<file path="config.mk">
export PLATFORM = sky130hd
export DESIGN_NAME = wb_arbiter
export DESIGN_NICKNAME = d
export VERILOG_FILES = /design/src/rtl/wb_arbiter.sv
export SDC_FILE = /design/constraint.sdc
export NUM_CORES = 1
export LEC_CHECK = 0
export ABC_AREA = 1
export BUFFER_PORTS_ARGS = -buffer_cell sky130_fd_sc_hd__buf_2
export CAP_MARGIN = 20
export CORE_MARGIN = 4
export CORE_UTILIZATION = 47
export DETAILED_ROUTE_END_ITERATION = 12
export PLACE_DENSITY = 0.71
export REMOVE_ABC_BUFFERS = 1
export SLEW_MARGIN = 20
export SYNTH_ARGS = -nofsm -noshare
export SYNTH_HDL_FRONTEND = slang
export SYNTH_SLANG_ARGS = --single-unit
</file>
<file path="constraint.sdc">
create_clock -name clk_i -period 2.8 [get_ports clk_i]
set_input_delay 0.28 -clock clk_i [delete_from_list [all_inputs] [get_ports clk_i]]
set_output_delay 0.28 -clock clk_i [all_outputs]
set_load 0.02 [all_outputs]
</file>
<file path="src/rtl/wb_arbiter.sv">
// Register-file write arbiter: main writeback beats a 2-entry long-latency FIFO, with bypass and busy scoreboard.
// One-cycle write latency; lu_ready drops at full FIFO, wb_stall requests upstream relief after starvation.
module wb_arbiter (
  input  logic        clk_i,
  input  logic        reset_i,
  input  logic        wb_valid_i,
  input  logic [4:0]  wb_reg_i,
  input  logic [31:0] wb_data_i,
  input  logic        lu_valid_i,
  input  logic [4:0]  lu_reg_i,
  input  logic [31:0] lu_data_i,
  output logic        lu_ready_o,
  input  logic        issue_valid_i,
  input  logic [4:0]  issue_reg_i,
  input  logic [4:0]  rs_addr_i,
  input  logic [4:0]  rt_addr_i,
  output logic        rs_busy_o,
  output logic        rt_busy_o,
  output logic        rf_we_o,
  output logic [4:0]  rf_waddr_o,
  output logic [31:0] rf_wdata_o,
  output logic        wb_stall_o,
  output logic [1:0]  fifo_count_o
);

  logic [4:0]  fifo_reg_q  [2];
  logic [31:0] fifo_data_q [2];
  logic        rd_ptr_q, rd_ptr_d;
  logic        wr_ptr_q, wr_ptr_d;
  logic [1:0]  count_q, count_d;
  logic [31:0] busy_q, busy_d;
  logic [2:0]  starve_q, starve_d;
  logic        stall_q, stall_d;
  logic        rf_we_q, rf_we_d;
  logic [4:0]  rf_waddr_q, rf_waddr_d;
  logic [31:0] rf_wdata_q, rf_wdata_d;

  logic        wb_sel, lu_xfer, lu_live, pop, bypass, push;
  logic [4:0]  head_reg;
  logic [31:0] head_data;

  assign lu_ready_o   = (count_q < 2'd2);
  assign head_reg     = fifo_reg_q[rd_ptr_q];
  assign head_data    = fifo_data_q[rd_ptr_q];

  assign wb_sel  = wb_valid_i && (wb_reg_i != 5'd0);
  assign lu_xfer = lu_valid_i && lu_ready_o;
  // Transfers to r0 are consumed but otherwise ignored.
  assign lu_live = lu_xfer && (lu_reg_i != 5'd0);
  assign pop     = !wb_sel && (count_q != 2'd0);
  assign bypass  = !wb_sel && (count_q == 2'd0) && lu_live;
  assign push    = lu_live && !bypass;

  always_comb begin
    rd_ptr_d   = rd_ptr_q;
    wr_ptr_d   = wr_ptr_q;
    count_d    = count_q + {1'b0, push} - {1'b0, pop};
    rf_we_d    = 1'b0;
    rf_waddr_d = rf_waddr_q;
    rf_wdata_d = rf_wdata_q;
    busy_d     = busy_q;
    starve_d   = starve_q;
    stall_d    = stall_q;

    if (pop)  rd_ptr_d = ~rd_ptr_q;
    if (push) wr_ptr_d = ~wr_ptr_q;

    if (wb_sel) begin
      rf_we_d    = 1'b1;
      rf_waddr_d = wb_reg_i;
      rf_wdata_d = wb_data_i;
    end else if (pop) begin
      rf_we_d    = 1'b1;
      rf_waddr_d = head_reg;
      rf_wdata_d = head_data;
    end else if (bypass) begin
      rf_we_d    = 1'b1;
      rf_waddr_d = lu_reg_i;
      rf_wdata_d = lu_data_i;
    end

    // Clear on load into the output register; a same-cycle issue wins.
    if (pop)    busy_d[head_reg] = 1'b0;
    if (bypass) busy_d[lu_reg_i] = 1'b0;
    if (issue_valid_i && (issue_reg_i != 5'd0)) busy_d[issue_reg_i] = 1'b1;
    busy_d[0] = 1'b0;

    if (pop || (count_q == 2'd0)) starve_d = 3'd0;
    else if (wb_sel && (starve_q != 3'd7)) starve_d = starve_q + 3'd1;

    if (pop) stall_d = 1'b0;
    else if (starve_d == 3'd4) stall_d = 1'b1;
  end

  always_ff @(posedge clk_i or posedge reset_i) begin
    if (reset_i) begin
      rd_ptr_q   <= 1'b0;
      wr_ptr_q   <= 1'b0;
      count_q    <= 2'd0;
      busy_q     <= 32'd0;
      starve_q   <= 3'd0;
      stall_q    <= 1'b0;
      rf_we_q    <= 1'b0;
      rf_waddr_q <= 5'd0;
      rf_wdata_q <= 32'd0;
    end else begin
      rd_ptr_q   <= rd_ptr_d;
      wr_ptr_q   <= wr_ptr_d;
      count_q    <= count_d;
      busy_q     <= busy_d;
      starve_q   <= starve_d;
      stall_q    <= stall_d;
      rf_we_q    <= rf_we_d;
      rf_waddr_q <= rf_waddr_d;
      rf_wdata_q <= rf_wdata_d;
    end
  end

  // Storage needs no reset: occupancy is tracked by the pointers and count.
  always_ff @(posedge clk_i) begin
    if (push) begin
      fifo_reg_q[wr_ptr_q]  <= lu_reg_i;
      fifo_data_q[wr_ptr_q] <= lu_data_i;
    end
  end

  assign rs_busy_o    = busy_q[rs_addr_i];
  assign rt_busy_o    = busy_q[rt_addr_i];
  assign rf_we_o      = rf_we_q;
  assign rf_waddr_o   = rf_waddr_q;
  assign rf_wdata_o   = rf_wdata_q;
  assign wb_stall_o   = stall_q;
  assign fifo_count_o = count_q;

endmodule
</file>
# After elaboration in Yosys (flattened, before gate mapping)
# Memories as Yosys holds them, arrays and structs flattened.
# Cells that the tools add are included.
# classes
n_addsub,3
order_cmp,9
n_eq_ne,2
n_mux,28
bitwise,7
n_reduce_logical,22
# op_table
op,count
$mux W32,6
$and A32 B32 Y32,2
$not A32 Y32,2
$or A32 B32 Y32,1
$lt A5 B6 Y1 const B,5
$demux W1 S5,3
$ge A5 B1 Y1 const B,3
$mux W5,3
$reduce_bool A5 Y1,3
$logic_and A1 B1 Y1,12
$mux W1,12
$bmux W1 S5,2
$mux W3,2
$reduce_bool A2 Y1,2
$add A3 B1 Y3 const B,1
$eq A3 B3 Y1 const B,1
$ne A3 B3 Y1 const B,1
$reduce_bool A3 Y1,1
$add A2 B1 Y2,1
$logic_not A1 Y1,2
$logic_not A2 Y1,1
$lt A2 B2 Y1 const B,1
$not A1 Y1,2
$sub A2 B1 Y2,1
$logic_or A1 B1 Y1,1
# totals
register_bits,77
ram_bits,74
inputBits,94
wordCells,82
n_memories,2
# mem_list
memory,depth,width,read_ports,rd_ports_with_merged_regs,write_ports,line_no,source
fifo_data_q,2,32,1,0,1,27,logic [31:0] fifo_data_q [2];
fifo_reg_q,2,5,1,0,1,26,logic [4:0] fifo_reg_q [2];

# Logic depth before layout (Yosys ltp)
# An unclocked memory read counts as a cell.
# depth
depth_word,12
depth_mapped,13
depth_no_buf,10

# Worst setup path after synthesis
# OpenSTA, ideal clock, no wires.
# synth_timing
path_kind,input to register
start,input port wb_reg_i[4]
end,memory fifo_data_q[0][0] (enable)
setup_ns,0.431
t_arrival_ns,2.552
required_time_ns,2.369
path_slack_ns,-0.183
stages,8
path_buffers,2
path_cell_list,inv_1 > nand3_2 > nand2_4 > buf_12 > nand2_8 > buf_8 > nand3_2 > nor2_1
# synth_between
elab_chain_cells,9
# synth_lines
item,line_no,source
from (decl),7,"input logic [4:0] wb_reg_i,"
$reduce_bool A5 Y1,46,assign wb_sel = wb_valid_i && (wb_reg_i != 5'd0);
$logic_and A1 B1 Y1,46,
$logic_not A1 Y1,51,assign bypass = !wb_sel && (count_q == 2'd0) && lu_live;
$logic_and A1 B1 Y1 (2 in a row),51,
$logic_not A1 Y1,52,assign push = lu_live && !bypass;
$logic_and A1 B1 Y1,52,
$mux W1,121,if (push) begin
$mux W1 (implied by the code),123,fifo_data_q[wr_ptr_q] <= lu_data_i;
to (decl),27,
# Every way passes these cells.

# Worst setup path in the final report
# layout_timing
start,register rd_ptr_q
end,register busy_q[18]
# layout_between
elab_chain_cells,12
elab_cells_between_ends,13
classes_between,order compare: 2; mux: 5; bitwise: 4; reduce/logical: 1; memory: 1
# layout_lines
item,line_no,source
from (decl),28,"logic rd_ptr_q, rd_ptr_d;"
from (signal assigned),107,rd_ptr_q <= rd_ptr_d;
$mem_v2 Z2 W5 *,--,
$lt A5 B6 Y1 (implied by the code) / $ge A5 B1 Y1 (equally long branches),83,if (pop) busy_d[head_reg] = 1'b0;
$logic_and A1 B1 Y1 (implied by the code),83,
$mux W1 (implied by the code),83,
$demux W1 S5 *,83,
$not A32 Y32 (no source line) *,--,
$and A32 B32 Y32 (no source line) *,--,
$mux W32 *,83,
$and A32 B32 Y32 (no source line),--,
$mux W32 *,84,if (bypass) busy_d[lu_reg_i] = 1'b0;
$or A32 B32 Y32 (no source line),--,
$mux W32 *,85,if (issue_valid_i && (issue_reg_i != 5'd0)) busy_d[issue_reg_i] = 1'b1;
via busy_d[18],31,"logic [31:0] busy_q, busy_d;"
to (signal assigned),110,busy_q <= busy_d;
to (decl),31,
# The timed path passes the listed nets; every way through them passes the cells marked *.
# A chain may end at the register's enable or synchronous reset.

==> Flow_metrics.wiki <==
{| class="wikitable"
! Metric !! Value
|-
| Data required time of the worst path || 3.10 ns
|-
| Port Buffer Count || 137
|-
| Worst reg-to-reg path cell count || 9
|-
| Path class of the lowest-slack min-delay path || in2reg
|-
| Worst-margin pin slew || 1.13 ns
|-
| Sum of met3 wire segment lengths after detailed routing || 2010 um
|-
| CTS-repair resized insts || 0
|-
| Total power || 9170 uW
|-
| Chip height || 138 um
|-
| Post-CTS Setup Bufs || 0
|-
| Most common cell type on the critical path || nand2_1
|-
| Crit path max-delay cell type || dfrtp_1
|-
| CP endpoint || busy_q[18]
|-
| Gr ovfl total || 0
|-
| Cell Chain, Critical Path || inv_2, nand2_1, nand2_1, inv_2, nand2_1, nor2_1, a21oi_1, o21ai_1, nand2_1
|-
| Overall die area || 19200 um2
|-
| Number of buffers between clock root and the deepest sink || 2
|-
| Layout cell share with drive strength beyond 1 || 0.240
|-
| Pwr Density || 971 nW/um2
|-
| Total internal power || 5590 uW
|-
| Largest incremental delay on the critical path || 0.68 ns
|-
| Biggest fanout along the worst timing path || 15
|-
| Clock power share || 0.262
|-
| WL final || 21800 um
|-
| Register share of total power || 0.388
|-
| I/O Pins || 138
|-
| Crit. End Element || register
|-
| Warnings from Yosys || 0
|-
| Via density per instance || 5.33
|-
| Number of optimization iterations in the first detailed-route pass || 6
|-
| Detailed router's first-iteration violation count || 678
|-
| Sink count of the clock tree || 151
|-
| Cell accounting for the most synthesized area || edfxtp_1
|-
| Initial core utilization || 0.481
|-
| Start of the worst register-to-register path || rd_ptr_q
|-
| Final-layout setup total negative slack || 0 ns
|-
| Startpoint kind of the worst setup timing path || register
|-
| Clock latency of the later-clocked register in the worst-skew pair || 0.43 ns
|-
| Max rail drop VDD || 0.000595 V
|-
| Share of the yosys chip area belonging to registers || 0.519
|-
| Number of rows in the core area || 47
|-
| P_sw || 3570 uW
|-
| Run status || finished clean
|-
| Maxcap violations || 0
|-
| Core Region || 16600 um2
|-
| Pin count of the biggest net entering global routing || 46
|-
| X dimension of the die || 138 um
|-
| Wire length of the first global-routing pass || 35100 um
|-
| Cells after DPL || 1268
|-
| Cell at the root of the clock tree || clkbuf_16
|-
| Setup crit start || rd_ptr_q
|-
| Total number of vias || 6929
|-
| Logic gate share of total power || 0.350
|-
| Max-slew violation count || 0
|-
| Post-Route M1 WL || 8780 um
|-
| Setup Skew || 0.00605 ns
|-
| Tot GR Track Use || 0.228
|-
| Crit path kind || reg2reg
|-
| Number of standard cells in the layout, taps in and fillers out || 1301
|-
| Setup repair after global routing missed its margin || false
|-
| Largest cells by area after synthesis || edfxtp_1 28%, dfrtp_1 24%, nand2_1 13%
|-
| Static Leakage || 0.00427 uW
|-
| Final core utilization || 0.567
|-
| Crit path DAT || 2.40 ns
|-
| Worst reg-to-reg setup slack || 0.70 ns
|-
| Part of the cycle the worst path needs || 0.750
|-
| Antenna Nets Post-Route || 0
|-
| Avg WL per Cell || 16.7 um
|-
| Detailed placer's ending HPWL || 15400 um
|-
| Mapped cell area || 8000 um2
|-
| Worst reg2reg path endpoint || busy_q[18]
|-
| Switch share || 0.390
|-
| Clock H-tree levels || 4
|-
| Synth Register Bits || 151
|-
| Uppermost signal routing layer after detailed routing || met5
|-
| Post-route worst hold slack || 0.0514 ns
|-
| Antenna violations before repair || 2
|-
| Max Clock Freq || 476 MHz
|-
| DRC violation count after routing || 0
|-
| Final Wtd Congestion || 0.970
|-
| Met2 wire length || 10500 um
|-
| Vias in the first global route || 6856
|-
| CTS Buf Count || 17
|-
| Crit path time final || 2.10 ns
|-
| CTS tree || built
|-
| Area added between synthesis and finish || 18.0%
|-
| Final hold violation count || 0
|-
| Fraction of post-synthesis cell area in the top cell type by area || 0.278
|-
| Count of endpoints failing setup in the final report || 0
|-
| Instance count of the mapped netlist || 937
|-
| Number of nets in the finished design || 1166
|-
| Unique masters post-synth || 38
|-
| Clock-pin slew on the worst setup and hold paths || 0.06 ns
|-
| Avg Inst Size Synth || 8.54 um2
|-
| Slew headroom || 0.239
|}
[power groups by stage]
stage / Clock [uW] / Combinational [uW] / Sequential (uW)
finish: 2400 / 3210 / 3550
global route: 2520 / 3560 / 3630
CTS: 2420 / 3230 / 3530
detailed placement: 0 / 3200 / 3570
global placement: 0 / 3160 / 3550
floorplan: 0 / 1780 / 3800
[stage by stage]
stage / setup WS [ns] / cell area [um2]
after floorplan: -0.262 / 7720
after global placement: 0.636 / 8810
after detailed placement: 0.573 / 8810
after CTS: 0.818 / 9440
after global routing: 0.538 / 9440
final: 0.700 / 9440
[kinds of logic (layout without fill, tap and decap cells)]
family / Yosys count / count (layout) / share of synthesized area
adders and majority gates: 4 / 4 / 0.00626
other: 0 / 1 / 0
DFF: 151 / 151 / 0.519
buffers and inverters: 116 / 259 / 0.0707
xor gates and xnor gates: 5 / 5 / 0.00547
and+or+nand+nor: 549 / 549 / 0.322
AOI/OAI and AO/OA: 112 / 112 / 0.0774
[metal layers]
layer / up-vias / GRT usage
li1: 3367 / -
met3: 53 / 0.0725
met1: 3170 / 0.285
met4: 2 / 0.0780
met5: - / 0
met2: 337 / 0.375
[Yosys cell counts]
cell and count:
clkbuf_1 12, buf_4 1, edfxtp_1 74, o21ai_0 32, nand3_4 1, buf_12 2, clkbuf_2 2, nand2_1 276
o21ai_2 1, a21oi_2 10, nand4_1 8, nand3_2 2, buf_8 1, nor2_8 1, xnor2_1 1, clkinv_1 2
nor2_4 13, buf_1 2, nor2_2 21, nor3_1 20, nor2_1 77, nand2_8 1, a21oi_1 20, nor4_1 1
nand3_1 108, inv_2 8, nor3_2 15, nand2_4 3, inv_1 67, o22ai_1 2, or2_2 2, ha_1 4
o211ai_1 6, buf_2 10, dfrtp_1 77, buf_6 9, o21ai_1 41, xor2_1 4
[layout by cell type (no fill, tap or decap), types with 3 or more instances in the layout]
| cell type | Yosys | routed |
|---|---|---|
| a21oi_1 | 20 | 20 |
| nor3_2 | 15 | 15 |
| inv_2 | 8 | 8 |
| nand2_4 | 3 | 3 |
| nand4_1 | 8 | 8 |
| o21ai_1 | 41 | 41 |
| nor3_1 | 20 | 20 |
| buf_4 | 1 | 12 |
| xor2_1 | 4 | 4 |
| nand2_1 | 276 | 276 |
| dfrtp_1 | 77 | 77 |
| edfxtp_1 | 74 | 74 |
| ha_1 | 4 | 4 |
| bufinv_16 | 0 | 4 |
| a21oi_2 | 10 | 10 |
| buf_2 | 10 | 137 |
| inv_1 | 67 | 66 |
| nand3_1 | 108 | 108 |
| o211ai_1 | 6 | 6 |
| nor2_1 | 77 | 75 |
| nor2_4 | 13 | 15 |
| clkbuf_16 | 0 | 17 |
| clkbuf_1 | 12 | 3 |
| nor2_2 | 21 | 21 |
| o21ai_0 | 32 | 32 |
| clkinv_2 | 0 | 4 |
[worst max-delay path: cells and delay by family (launching register included)]
kind,cells,cell delay [ns]
flip-flops,1,0.68
buffers and inverters,2,0.39
AND/OR/NAND/NOR,5,0.71
AO/OA/AOI/OAI,2,0.19
[state kept, by name (all words and copies together), names as in the netlist]
register,flops
busy_q,31
fifo_count_o,2
fifo_data_q,64
fifo_reg_q,10
rd_ptr_q,1
rf_waddr_o,5
rf_wdata_o,32
rf_we_o,1
starve_q,3
wb_stall_o,1
wr_ptr_q,1
[area by class of cell]
class,count,area [um2]
antenna,1,2.50
clock buffer,22,464
clock inverter,9,151
fill,1479,7200
inverter,77,290
multi-input combinational,670,3300
sequential,151,4150
tap,220,275
timing repair buffer,151,806
[worst min path at each step]
stage / cells after the start / start / slack [ns] / endpoint
2_1_floorplan: 0 / lu_data_i[0] / 0.38 / fifo_data_q[0][0]
3_3_place_gp: 2 / reset_i / 0.40 / rf_wdata_o[26]
3_5_place_dp: 2 / reset_i / 0.40 / rf_wdata_o[26]
4_1_cts: 1 / lu_data_i[21] / 0.04 / fifo_data_q[0][21]
5_1_grt: 1 / lu_data_i[22] / 0.04 / fifo_data_q[1][22]
6_report: 1 / lu_data_i[21] / 0.05 / fifo_data_q[0][21]
[what timing repair did]
| action | 4_1_cts | 5_1_grt |
|---|---|---|
| endpoints found under the hold margin | 32 | 0 |
| endpoints found under the setup margin | 0 | 0 |
| hold buffers | 1 | 0 |
Power figures use the tool's default switching activity.
